`src/rtl/brainfuck_core_pkg.sv`:
```
`timescale 1ns/1ps
`default_nettype none
// ============================================================================
// Module   : brainfuck_core_pkg
// Brief    : Opcode bytes, opcode-class bit positions and FSM states.
// Revision : 1.0
// ============================================================================
package brainfuck_core_pkg;

    localparam logic [7:0] OP_INC   = 8'h2B;
    localparam logic [7:0] OP_DEC   = 8'h2D;
    localparam logic [7:0] OP_RIGHT = 8'h3E;
    localparam logic [7:0] OP_LEFT  = 8'h3C;
    localparam logic [7:0] OP_OUT   = 8'h2E;
    localparam logic [7:0] OP_IN    = 8'h2C;
    localparam logic [7:0] OP_LOOP  = 8'h5B;
    localparam logic [7:0] OP_END   = 8'h5D;
    localparam logic [7:0] OP_NUL   = 8'h00;

    // Bit positions inside the decoded class vector; all-zero means no-op.
    localparam int CLS_INC   = 0;
    localparam int CLS_DEC   = 1;
    localparam int CLS_RIGHT = 2;
    localparam int CLS_LEFT  = 3;
    localparam int CLS_OUT   = 4;
    localparam int CLS_LOOP  = 5;
    localparam int CLS_END   = 6;
    localparam int CLS_NUL   = 7;
    localparam int CLS_W     = 8;

    typedef enum logic [2:0] {
        S_FETCH  = 3'd0,
        S_EXEC   = 3'd1,
        S_SFETCH = 3'd2,
        S_SFWD   = 3'd3,
        S_BFETCH = 3'd4,
        S_SBACK  = 3'd5,
        S_HALT   = 3'd6
    } state_t;

endpackage
`default_nettype wire

```
`src/rtl/brainfuck_core_decode.sv`:
```
`timescale 1ns/1ps
`default_nettype none
// ============================================================================
// Module   : bf_decode
// Brief    : Combinational instruction byte to one-hot opcode class.
// Revision : 1.0
// ============================================================================
module bf_decode
    import brainfuck_core_pkg::*;
#(
    parameter int DATA_W = 8
) (
    input  logic [DATA_W-1:0] code,
    output logic [CLS_W-1:0]  op_class
);

    always_comb begin
        op_class = '0;
        case (code)
            OP_INC:   op_class[CLS_INC]   = 1'b1;
            OP_DEC:   op_class[CLS_DEC]   = 1'b1;
            OP_RIGHT: op_class[CLS_RIGHT] = 1'b1;
            OP_LEFT:  op_class[CLS_LEFT]  = 1'b1;
            OP_OUT:   op_class[CLS_OUT]   = 1'b1;
            OP_LOOP:  op_class[CLS_LOOP]  = 1'b1;
            OP_END:   op_class[CLS_END]   = 1'b1;
            OP_NUL:   op_class[CLS_NUL]   = 1'b1;
            default:  op_class = '0;
        endcase
    end

endmodule
`default_nettype wire

```
`src/rtl/brainfuck_core.sv`:
```
`timescale 1ns/1ps
`default_nettype none
// ============================================================================
// Module   : brainfuck_core
// Brief    : Multi-cycle Brainfuck interpreter; external code ROM, data RAM.
// Revision : 1.0
// ============================================================================
module brainfuck_core
    import brainfuck_core_pkg::*;
#(
    parameter int ADDR_W  = 9,
    parameter int DATA_W  = 8,
    parameter int DEPTH_W = 9
) (
    input  logic              clk,
    input  logic              reset,
    input  logic [DATA_W-1:0] code_out,
    input  logic [DATA_W-1:0] data_in,
    output logic [ADDR_W-1:0] addr_code,
    output logic [ADDR_W-1:0] addr_array,
    output logic [DATA_W-1:0] data_out,
    output logic              write_rq,
    output logic              probe
);

    localparam logic [DEPTH_W-1:0] DEPTH_ONE = DEPTH_W'(1);

    state_t              state;
    state_t              state_nx;
    logic [ADDR_W-1:0]   pc;
    logic [ADDR_W-1:0]   pc_nx;
    logic [ADDR_W-1:0]   ptr;
    logic [ADDR_W-1:0]   ptr_nx;
    logic [DEPTH_W-1:0]  depth;
    logic [DEPTH_W-1:0]  depth_nx;
    logic [CLS_W-1:0]    cls;
    logic                cell_zero;
    logic                depth_one;
    logic                pc_zero;

    bf_decode #(
        .DATA_W   (DATA_W)
    ) u_decode (
        .code     (code_out),
        .op_class (cls)
    );

    assign addr_code  = pc;
    assign addr_array = ptr;
    assign cell_zero  = (data_in == '0);
    assign depth_one  = (depth == DEPTH_ONE);
    assign pc_zero    = (pc == '0);

    always_ff @(posedge clk or negedge reset) begin
        if (!reset) begin
            state <= S_FETCH;
            pc    <= '0;
            ptr   <= '0;
            depth <= '0;
        end else begin
            state <= state_nx;
            pc    <= pc_nx;
            ptr   <= ptr_nx;
            depth <= depth_nx;
        end
    end

    always_comb begin
        state_nx = state;
        pc_nx    = pc;
        ptr_nx   = ptr;
        depth_nx = depth;
        data_out = data_in;
        write_rq = 1'b0;
        probe    = 1'b0;
        case (state)
            S_FETCH: state_nx = S_EXEC;

            S_EXEC: begin
                state_nx = S_FETCH;
                pc_nx    = pc + 1'b1;
                if (cls[CLS_NUL]) begin
                    state_nx = S_HALT;
                    pc_nx    = pc;
                end else if (cls[CLS_INC]) begin
                    data_out = data_in + 1'b1;
                    write_rq = 1'b1;
                end else if (cls[CLS_DEC]) begin
                    data_out = data_in - 1'b1;
                    write_rq = 1'b1;
                end else if (cls[CLS_RIGHT]) begin
                    ptr_nx = ptr + 1'b1;
                end else if (cls[CLS_LEFT]) begin
                    ptr_nx = ptr - 1'b1;
                end else if (cls[CLS_OUT]) begin
                    probe = 1'b1;
                end else if (cls[CLS_LOOP] && cell_zero) begin
                    depth_nx = DEPTH_ONE;
                    state_nx = S_SFETCH;
                end else if (cls[CLS_END] && !cell_zero) begin
                    depth_nx = DEPTH_ONE;
                    pc_nx    = pc - 1'b1;
                    state_nx = S_BFETCH;
                end
            end

            S_SFETCH: state_nx = S_SFWD;

            // A terminator inside a forward scan means the '[' never closes.
            S_SFWD: begin
                state_nx = S_SFETCH;
                pc_nx    = pc + 1'b1;
                if (cls[CLS_NUL]) begin
                    state_nx = S_HALT;
                    pc_nx    = pc;
                end else if (cls[CLS_LOOP]) begin
                    depth_nx = depth + 1'b1;
                end else if (cls[CLS_END]) begin
                    depth_nx = depth - 1'b1;
                    if (depth_one) begin
                        state_nx = S_FETCH;
                    end
                end
            end

            S_BFETCH: state_nx = S_SBACK;

            // The match check wins over the start-of-program check at pc 0.
            S_SBACK: begin
                state_nx = S_BFETCH;
                pc_nx    = pc - 1'b1;
                if (cls[CLS_LOOP] && depth_one) begin
                    depth_nx = depth - 1'b1;
                    pc_nx    = pc + 1'b1;
                    state_nx = S_FETCH;
                end else begin
                    if (cls[CLS_LOOP]) begin
                        depth_nx = depth - 1'b1;
                    end else if (cls[CLS_END]) begin
                        depth_nx = depth + 1'b1;
                    end
                    if (pc_zero) begin
                        state_nx = S_HALT;
                        pc_nx    = pc;
                    end
                end
            end

            S_HALT: state_nx = S_HALT;

            default: state_nx = S_FETCH;
        endcase
    end

endmodule
`default_nettype wire

```
`config.mk`:
```
export PLATFORM = sky130hd
export DESIGN_NAME = brainfuck_core
export DESIGN_NICKNAME = d
export VERILOG_FILES = /design/src/rtl/brainfuck_core_pkg.sv /design/src/rtl/brainfuck_core_decode.sv /design/src/rtl/brainfuck_core.sv
export SDC_FILE = /design/constraint.sdc
export NUM_CORES = 1
export LEC_CHECK = 0
export ABC_AREA = 1
export CAP_MARGIN = 20
export CORE_MARGIN = 1
export CORE_UTILIZATION = 30
export DETAILED_ROUTE_END_ITERATION = 7
export PLACE_DENSITY = 0.6
export SKIP_CTS_REPAIR_TIMING = 1
export SYNTH_ARGS = -nofsm -noshare
export SYNTH_HDL_FRONTEND = slang
export SYNTH_SLANG_ARGS = --single-unit
```
`constraint.sdc`:
```
create_clock -name clk -period 2.4 [get_ports clk]
set_clock_uncertainty 0.2 [all_clocks]
set_input_delay 0.48 -clock clk [delete_from_list [all_inputs] [get_ports clk]]
set_output_delay 0.48 -clock clk [all_outputs]
set_load 0.02 [all_outputs]
```
# --- Word level (Yosys, flattened, before mapping) ---
# Index checks and enable logic that the tools add are counted.
word_totals:
  reg_bits: 30
  out_inout_bits: 28
  elab_cells: 120
  input_bits: 18
op_classes:
  n_addsub: 8
  eq_ne: 25
  reduce_logical: 13
  bitwise_logic: 3
  mux: 67
ops:
  columns: ["cell", "n"]
  rows:
  - ["$mux W9", 27]
  - ["$pmux W9 S3", 2]
  - ["$eq A8 B6 Y1 const B", 5]
  - ["$mux W8", 4]
  - ["$mux W3", 10]
  - ["$add A9 B1 Y9 const B", 3]
  - ["$sub A9 B1 Y9 const B", 3]
  - ["$pmux W3 S7", 1]
  - ["$mux W1", 19]
  - ["$eq A8 B7 Y1 const B", 2]
  - ["$logic_not A8 Y1", 2]
  - ["$ne A2 B2 Y1 const B", 7]
  - ["$reduce_and A11 Y1", 1]
  - ["$eq A3 B3 Y1 const B", 3]
  - ["$eq A9 B1 Y1 const B", 1]
  - ["$logic_not A9 Y1", 1]
  - ["$ne A3 B3 Y1 const B", 3]
  - ["$add A8 B1 Y8 const B", 1]
  - ["$mux W2", 4]
  - ["$sub A8 B1 Y8 const B", 1]
  - ["$eq A3 B2 Y1 const B", 2]
  - ["$reduce_and A5 Y1", 1]
  - ["$ne A4 B4 Y1 const B", 1]
  - ["$reduce_and A4 Y1", 1]
  - ["7 further kinds", 11]

# --- Logic depth before layout (Yosys ltp) ---
# Gate-level depths: netlist of the first run.
logic_depth:
  depth_word: 12
  mapped_depth: 14
  mapped_depth_nobuf: 14

# --- By module ---
# A second synthesis of the first run with hierarchy kept.
hier_totals:
  cells_unflattened: 522
  hier_area_um2: 3155.5
modules_own_cells:
  columns: ["module", "area_each_um2", "seq_area_each_um2", "n_inst", "cells_per_inst"]
  rows:
  - ["brainfuck_core", 3009.1, 750.7, 1, 485]
  - ["bf_decode", 146.4, 0.0, 1, 37]

# --- Worst setup path before layout of the first run ---
# OpenSTA, ideal clock, no wires.
synth_timing:
  path_type: "input -> register"
  from: "in code_out[2]"
  to: "reg ptr[6] (netlist: addr_array[6])"
  setup_time_ps: 117
  arrival_time_ps: 2072
  setup_slack_ps: 10
  path_buffers: 0
  t_required_ps: 2083
  path_stages: 10
  path_cell_list: "nand2_1 -> nor3_1 -> nand2_1 -> ha_1 -> nand3_1 -> nand3_1 -> a31oi_1 -> or2_2 -> nand3_1 -> nand2_1"
synth_via:
  elab_chain_len: 4
  elab_cells_between_ends: 16
  cone_classes: "eq/ne: 4; mux: 6; bitwise: 3; reduce/logical: 3"
synth_lines:
  columns: ["element", "line", "rtl"]
  rows:
  - ["from (decl)", "brainfuck_core.sv:17", "input logic [DATA_W-1:0] code_out,"]
  - ["$eq A8 B6 Y1 / $logic_not A8 Y1 (equally long branches)", "brainfuck_core_decode.sv:19", "case (code)"]
  - ["$mux W1", "brainfuck_core_decode.sv:19", null]
  - ["$reduce_bool A2 Y1 (no line) / $not A1 Y1 (equally long branches)", null, null]
  - ["$reduce_and A5 Y1 (no line)", null, null]
  - ["to (signal assigned)", "brainfuck_core.sv:63", "ptr <= ptr_nx;"]
  - ["to (decl)", "brainfuck_core.sv:32", "logic [ADDR_W-1:0] ptr;"]
# Parallel ways exist; a longest one is shown, timed or not.
# A chain may end at the register's enable or synchronous reset.

# --- Final worst setup path of the first run ---
layout_timing:
  from: "in data_in[3]"
  to: "out data_out[4]"
layout_via:
  elab_chain_len: 5
  elab_cells_between_ends: 6
  cone_classes: "add/sub: 2; mux: 4"
layout_lines:
  columns: ["element", "line", "rtl"]
  rows:
  - ["from (decl)", "brainfuck_core.sv:18", "input logic [DATA_W-1:0] data_in,"]
  - ["$sub A8 B1 Y8", "brainfuck_core.sv:89", "data_out = data_in - 1'b1;"]
  - ["$mux W8", "brainfuck_core.sv:88", "end else if (cls[CLS_DEC]) begin"]
  - ["$mux W8 *", "brainfuck_core.sv:85", "end else if (cls[CLS_INC]) begin"]
  - ["$mux W8 *", "brainfuck_core.sv:82", "if (cls[CLS_NUL]) begin"]
  - ["$mux W8 *", "brainfuck_core.sv:76", "case (state)"]
  - ["to (decl)", "brainfuck_core.sv:21", "output logic [DATA_W-1:0] data_out,"]
# Mark *: on every way between the ends. The rest lies on a longest branch, timed or not.

==> run_results.csv, run 1 <==
group,metric,value,unit
sta,slew_headroom,0.564,
worst_hold_path,min_path_cells,2,
grt,antenna_found_initial,0,
worst_setup_path,r2r_cells,13,
clock_tree,insertion_delay,0.28,ns
sta,maxSlewViolCount,0,
detailed_routing,wl_per_cell,11.0,um
clock_tree,cts_sinks,30,
synth,ys_seq_area_frac,0.232,
sta,fin_crit_sh,1.05,
grt,grt_overflow_total,0,
sta,layout_min_cycle_time,2.52,ns
run_status,violations,"negative setup slack",
power_and_ir_drop,ir_worst_vdd,0.000156,V
grt,grt_start_max_net_pins,31,
grt,grt_use_total,0.159,
detailed_routing,firstDrtPassIters,4,
worst_setup_path,worstPathMaxFanout,4,
clock_tree,root_buffer,"clkbuf_8",
sta,timing.final.ws_setup,-0.122,ns
detailed_routing,drt_iter0_drc,154,
worst_setup_path,crit_buf_inv,3,
detailed_routing,ant_nets,0,
worst_setup_path,cp_cell_sequence,"clkdlybuf4s50_1, buf_4, nand3_2, o21ai_4, nand3_2, and2_1, buf_4",
clock_tree,cts_buffers,5,
floorplan,die_y,106,um
power_and_ir_drop,p_leak,2.43,nW
floorplan,fp.dieW,106,um
cells_and_area,area_growth,42.3,%
cells_and_area,postLayoutCoreUtil,0.443,
place,dp_slack,-0.906,ns
place,gp_congestion,0.874,
grt,grt_pass1_vias,3348,
flow_run,maxCapViolations,0,
place,io_buffers,45,
floorplan,io_pins,46,
worst_setup_path,cp-start-kind,"input port",
worst_setup_path,max_stage_delay,0.47,ns
floorplan,die_area,11200,um2
synth,synth_nets,555,
place,dp_hpwl,6530,um
detailed_routing,vias,3530,
clock_tree,cts_tree,"yes",
floorplan,initial_core_util,0.311,
synth,ys_warn_count,0,
sta,tightest_slew,0.647,ns
floorplan,core_area,10400,um2
detailed_routing,vias_per_cell,4.56,
worst_setup_path,end_kind,"primary output",
clock_tree,clk_pin_slew_worst_paths,0.07,ns
cells_and_area,antenna_cells,0,
sta,rsz0062_at_grt,"true",
clock_tree,clockBufferDepth,2,
sta,setup_viol,7,
synth,avgSynthCellArea,6.22,um2
detailed_routing,wl,8550,um
clock_tree,h-tree-depth,2,
sta,fmax,397,MHz
sta,hold_ws,0.325,ns
synth,netlist_area,3240,um2
floorplan,rows,37,
worst_setup_path,cp.depth,7,
worst_setup_path,slowest_stage,"clkdlybuf4s50_1",
worst_setup_path,cp_top_family,"buffers and inverters",
worst_setup_path,arrival,1.84,ns
worst_hold_path,hold_path_class,"register to register",
grt,grt_pass1_wl,14700,um
cells_and_area,final_net_count,671,
worst_setup_path,worstSetupPathType,"input port to primary output",
cells_and_area,n_fill_cell,1061,
power_and_ir_drop,p_per_area,240,nW/um2
run_status,status,"complete, but fails checks",
cells_and_area,drive_gt1_frac,0.259,
sta,finalHoldViolCount,0,
synth,ys_ff_latch,30,
detailed_routing,drc,0,
synth,netlist_instances,521,
synth,netlist-cell-type-count,37,
worst_setup_path,worstPathRequired,1.72,ns
[cell usage after synthesis, drive strengths merged]
library cell	count	area share
a31oi	2	0.0039
a22oi	1	0.0023
o21a	1	0.0023
ha	15	0.058
dfrtp	30	0.23
nor3	5	0.0093
or2	2	0.0039
xor2	20	0.054
nand4	11	0.026
nand3	65	0.11
nand2	186	0.22
o2111ai	2	0.0054
o21bai	2	0.0046
a21oi	8	0.014
buf	5	0.012
nor2	59	0.090
o21ai	20	0.034
inv	73	0.085
nor4	1	0.0019
xnor2	6	0.016
clkbuf	2	0.0023
and2	1	0.0019
nand3b	3	0.0070
fa	1	0.0062
[tightest hold or removal path, cell delays in order (launching register included)]
cell	delay, ns
dfrtp_1	0.38
nand2_1	0.06
nand2_1	0.06
[state kept, by name, summed over array words and instances, names as in the netlist]
signal / flops
addr_array: 9
depth: 9
state: 3
addr_code: 9
[kinds of logic (layout without fill, tap and decap cells)]
logic type               Yosys count  count (layout)  synth area share
adder cells (fa/ha/maj)           16              16            0.0641
AND/OR/NAND/NOR                  333             333             0.469
buffers and inverters             80             197            0.0985
AO/OA/AOI/OAI                     36              36            0.0664
XOR/XNOR                          26              26            0.0703
flip-flops                        30              30             0.232
[through the flow]
step           cells  cell area [um2]  setup TNS [ns]  power, mW
3_5_place_dp     759             4300          -18.42      0.682
2_1_floorplan    521             3240               0      0.574
3_3_place_gp     759             4300          -17.64      0.681
4_1_cts          767             4390          -12.22       1.11
5_1_grt          774             4610           -1.21       1.17
6_report         774             4610          -0.424       1.11
[final cells by class]
| type | instances | area (um2) | area share |
|---|---|---|---|
| timing repair buffer | 115 | 946 | 0.205 |
| clock buffer | 7 | 86.3 | 0.0187 |
| clock inverter | 1 | 5.00 | 0.00109 |
| tap | 136 | 170 | 0.0369 |
| timing repair inverter | 1 | 6.26 | 0.00136 |
| multi-input combinational | 411 | 2370 | 0.513 |
| sequential | 30 | 751 | 0.163 |
| inverter | 73 | 279 | 0.0605 |
[routing by layer]
layer  GRT usage  wire length [um]
met1       0.208              4040
met2       0.270              4090
met3      0.0208               287
met4      0.0476               127
met5           0                 0
[report_power, final]
group,switching (mW),internal (mW)
Sequential,0.00112,0.507
Clock,0.189,0.231
Combinational,0.0955,0.0844
Total,0.285,0.822
[worst paths after layout]
check,start,to,slack [ns]
hold reg to reg,addr_array[7],addr_array[7],0.33
setup reg to reg,depth[1],addr_code[6],0.36
hold / removal,addr_array[7],addr_array[7],0.33
setup / recovery,data_in[3],data_out[4],-0.12
max in group asynchronous,reset,addr_code[2],1.29
min in group asynchronous,reset,addr_array[7],0.40
[layout by cell type, fill, tap and decap left out, types with 3 or more instances in the layout]
cell type / count
o21ai_1: 8
dlymetal6s2s_1: 3
ha_1: 13
buf_4: 71
nand2_4: 3
clkbuf_8: 6
nor2_2: 7
nor2_4: 13
o21ai_0: 6
inv_1: 63
clkdlybuf4s50_1: 24
nand3_1: 57
nand4_1: 10
nand3b_1: 3
xnor2_1: 6
clkbuf_2: 7
nand2_2: 11
o21ai_2: 4
xor2_1: 20
a21oi_1: 5
inv_2: 9
nand3_2: 8
nor2_1: 39
nand2_1: 171
dfrtp_1: 30
buf_6: 8
(Power assumes the default switching activity.)
==> inputs of run 2 (changes only) <==
--- a/config.mk
+++ b/config.mk
@@ -6,6 +6,7 @@
 export NUM_CORES = 1
 export LEC_CHECK = 0
 export ABC_AREA = 1
+export ABC_CLOCK_PERIOD_IN_PS = 2400
 export CAP_MARGIN = 20
 export CORE_MARGIN = 1
 export CORE_UTILIZATION = 30
==> results of run 2 <==
Final layout, timing and power as in run 1 (identical DEF).
==> inputs of run 3 (changes only) <==
--- a/config.mk
+++ b/config.mk
@@ -11,7 +11,7 @@
 export CORE_MARGIN = 1
 export CORE_UTILIZATION = 30
 export DETAILED_ROUTE_END_ITERATION = 7
-export PLACE_DENSITY = 0.6
+export PLACE_DENSITY = 0.46
 export SKIP_CTS_REPAIR_TIMING = 1
 export SYNTH_ARGS = -nofsm -noshare
 export SYNTH_HDL_FRONTEND = slang
==> run_results.csv, run 3 (synthesis results as in run 1) <==
group,metric,value,unit
sta,timing.final.ws_setup,-0.0518,ns
grt,use_met1,0.236,
clock_tree,cts_buffers,5,
detailed_routing,wl,9000,um
sta,rsz0062_at_grt,"true",
worst_hold_path,hold_path_class,"register to register",
grt,grt_use_total,0.166,
grt,grt_use_met3,0.0270,
cells_and_area,antenna_cells,0,
clock_tree,root_buffer,"clkbuf_8",
cells_and_area,drive_gt1_frac,0.249,
detailed_routing,firstDrtPassIters,4,
clock_tree,h-tree-depth,2,
detailed_routing,ant_nets,0,
clock_tree,cts_tree,"yes",
cells_and_area,seq_area,751,um2
clock_tree,clk_pin_slew_worst_paths,0.08,ns
place,io_buffers,45,
cells_and_area,area_growth,43.8,%
place,dp_hpwl,6850,um
clock_tree,clockBufferDepth,2,
place,dpl_cell_area,4360,um2
sta,fmax,408,MHz
sta,tightest_slew,0.431,ns
sta,slew_headroom,0.713,
sta,setup_viol,7,
worst_setup_path,worstPathRequired,1.72,ns
detailed_routing,drc,0,
grt,grt_overflow_total,0,
cells_and_area,multi_input_area,2340,um2
grt,grt_pass1_wl,15100,um
cells_and_area,layout_commonest_cell,"nand2_1",
cells_and_area,layout.cells.non_filler,782,
place,gp_congestion,0.837,
floorplan,initial_core_util,0.311,
sta,fin_crit_sh,1.02,
floorplan,fp.dieW,106,um
run_status,status,"complete, but fails checks",
detailed_routing,vias,3532,
worst_setup_path,end_kind,"primary output",
sta,finalHoldViolCount,0,
cells_and_area,n_fill_cell,1112,
grt,grtUsageMet2,0.264,
worst_setup_path,worstPathMaxFanout,6,
cells_and_area,final_cell_mix,"nand2_1 (176), buf_4 (77), inv_1 (64)",
sta,layout_min_cycle_time,2.45,ns
floorplan,die_y,106,um
sta,maxSlewViolCount,0,
floorplan,core_area,10400,um2
floorplan,io_pins,46,
power_and_ir_drop,p_per_area,243,nW/um2
cells_and_area,postLayoutCellArea,4660,um2
cells_and_area,final_net_count,679,
worst_setup_path,arrival,1.77,ns
power_and_ir_drop,ir_worst_vdd,0.000167,V
floorplan,die_area,11200,um2
floorplan,rows,37,
grt,grt_start_max_net_pins,31,
grt,busiest_layer,"met2",
detailed_routing,wl_per_cell,11.5,um
power_and_ir_drop,p_leak,2.52,nW
grt,grt_pass1_vias,3272,
place,dp_slack,-0.918,ns
worst_setup_path,worstSetupPathType,"input port to primary output",
grt,antenna_found_initial,0,
detailed_routing,vias_per_cell,4.52,
flow_run,maxCapViolations,0,
clock_tree,insertion_delay,0.29,ns
run_status,violations,"negative setup slack",
place,dp_cells,766,
detailed_routing,drt_iter0_drc,84,
clock_tree,cts_sinks,30,
worst_setup_path,cp-start-kind,"input port",
run 3: metrics by stage:
stage,TNS (ns),utilization,hold slack [ns],power [mW]
3_3_place_gp,-19.38,0.419,0.311,0.685
5_1_grt,-1.23,0.447,0.384,1.19
4_1_cts,-11.82,0.427,0.335,1.16
2_1_floorplan,0,-,-0.0156,0.574
6_report,-0.213,0.447,0.326,1.13
3_5_place_dp,-19.04,0.419,0.311,0.684
run 3: final timing paths:
path                                    start            end  slack [ns]  depth (start not counted)
worst max-delay path              code_out[6]    data_out[6]       -0.05                         12
worst min-delay path            addr_array[7]  addr_array[7]        0.33                          2
max in group asynchronous               reset       depth[7]        1.29                          2
min in group asynchronous               reset  addr_array[3]        0.39                          2
worst max register to register       depth[1]   addr_code[7]        0.33                         13
worst min register to register  addr_array[7]  addr_array[7]        0.33                          2
run 3: where the power goes:
group | total [mW] | switching, mW | leakage [nW] | internal, mW
sequential | 0.507 | 0.00118 | 0.403 | 0.506
clock | 0.456 | 0.224 | 0.0482 | 0.232
combinational | 0.171 | 0.0890 | 2.06 | 0.0818
total | 1.13 | 0.314 | 2.52 | 0.820
run 3: per-layer routing:
metal  routed length (um)  vias to the layer above  part of all wire
met2                 4150                       49              0.46
met4                   67                        0            0.0074
met3                  263                        4             0.029
met5                    0                        -                 0
met1                 4520                     1576              0.50
li1                     -                     1903                 -
run 3: layout make-up:
| class | count | area share |
|---|---|---|
| clock buffers | 7 | 0.0185 |
| clock inverters | 1 | 0.00107 |
| inverters | 73 | 0.0599 |
| multi-input cells | 412 | 0.503 |
| flip-flops and latches | 30 | 0.161 |
| well taps | 136 | 0.0365 |
| repair buffers | 122 | 0.218 |
| repair inverters | 1 | 0.00134 |
run 3: critical path, stage by stage:
cell      delay [ns]
buf_6           0.10
nor2_4          0.14
nand3_4         0.11
nor2_4          0.25
clkinv_4        0.12
nor2_2          0.11
nand3_1         0.07
nand2_1         0.09
nand2_1         0.05
nand2_1         0.06
nand2_1         0.05
buf_6           0.13
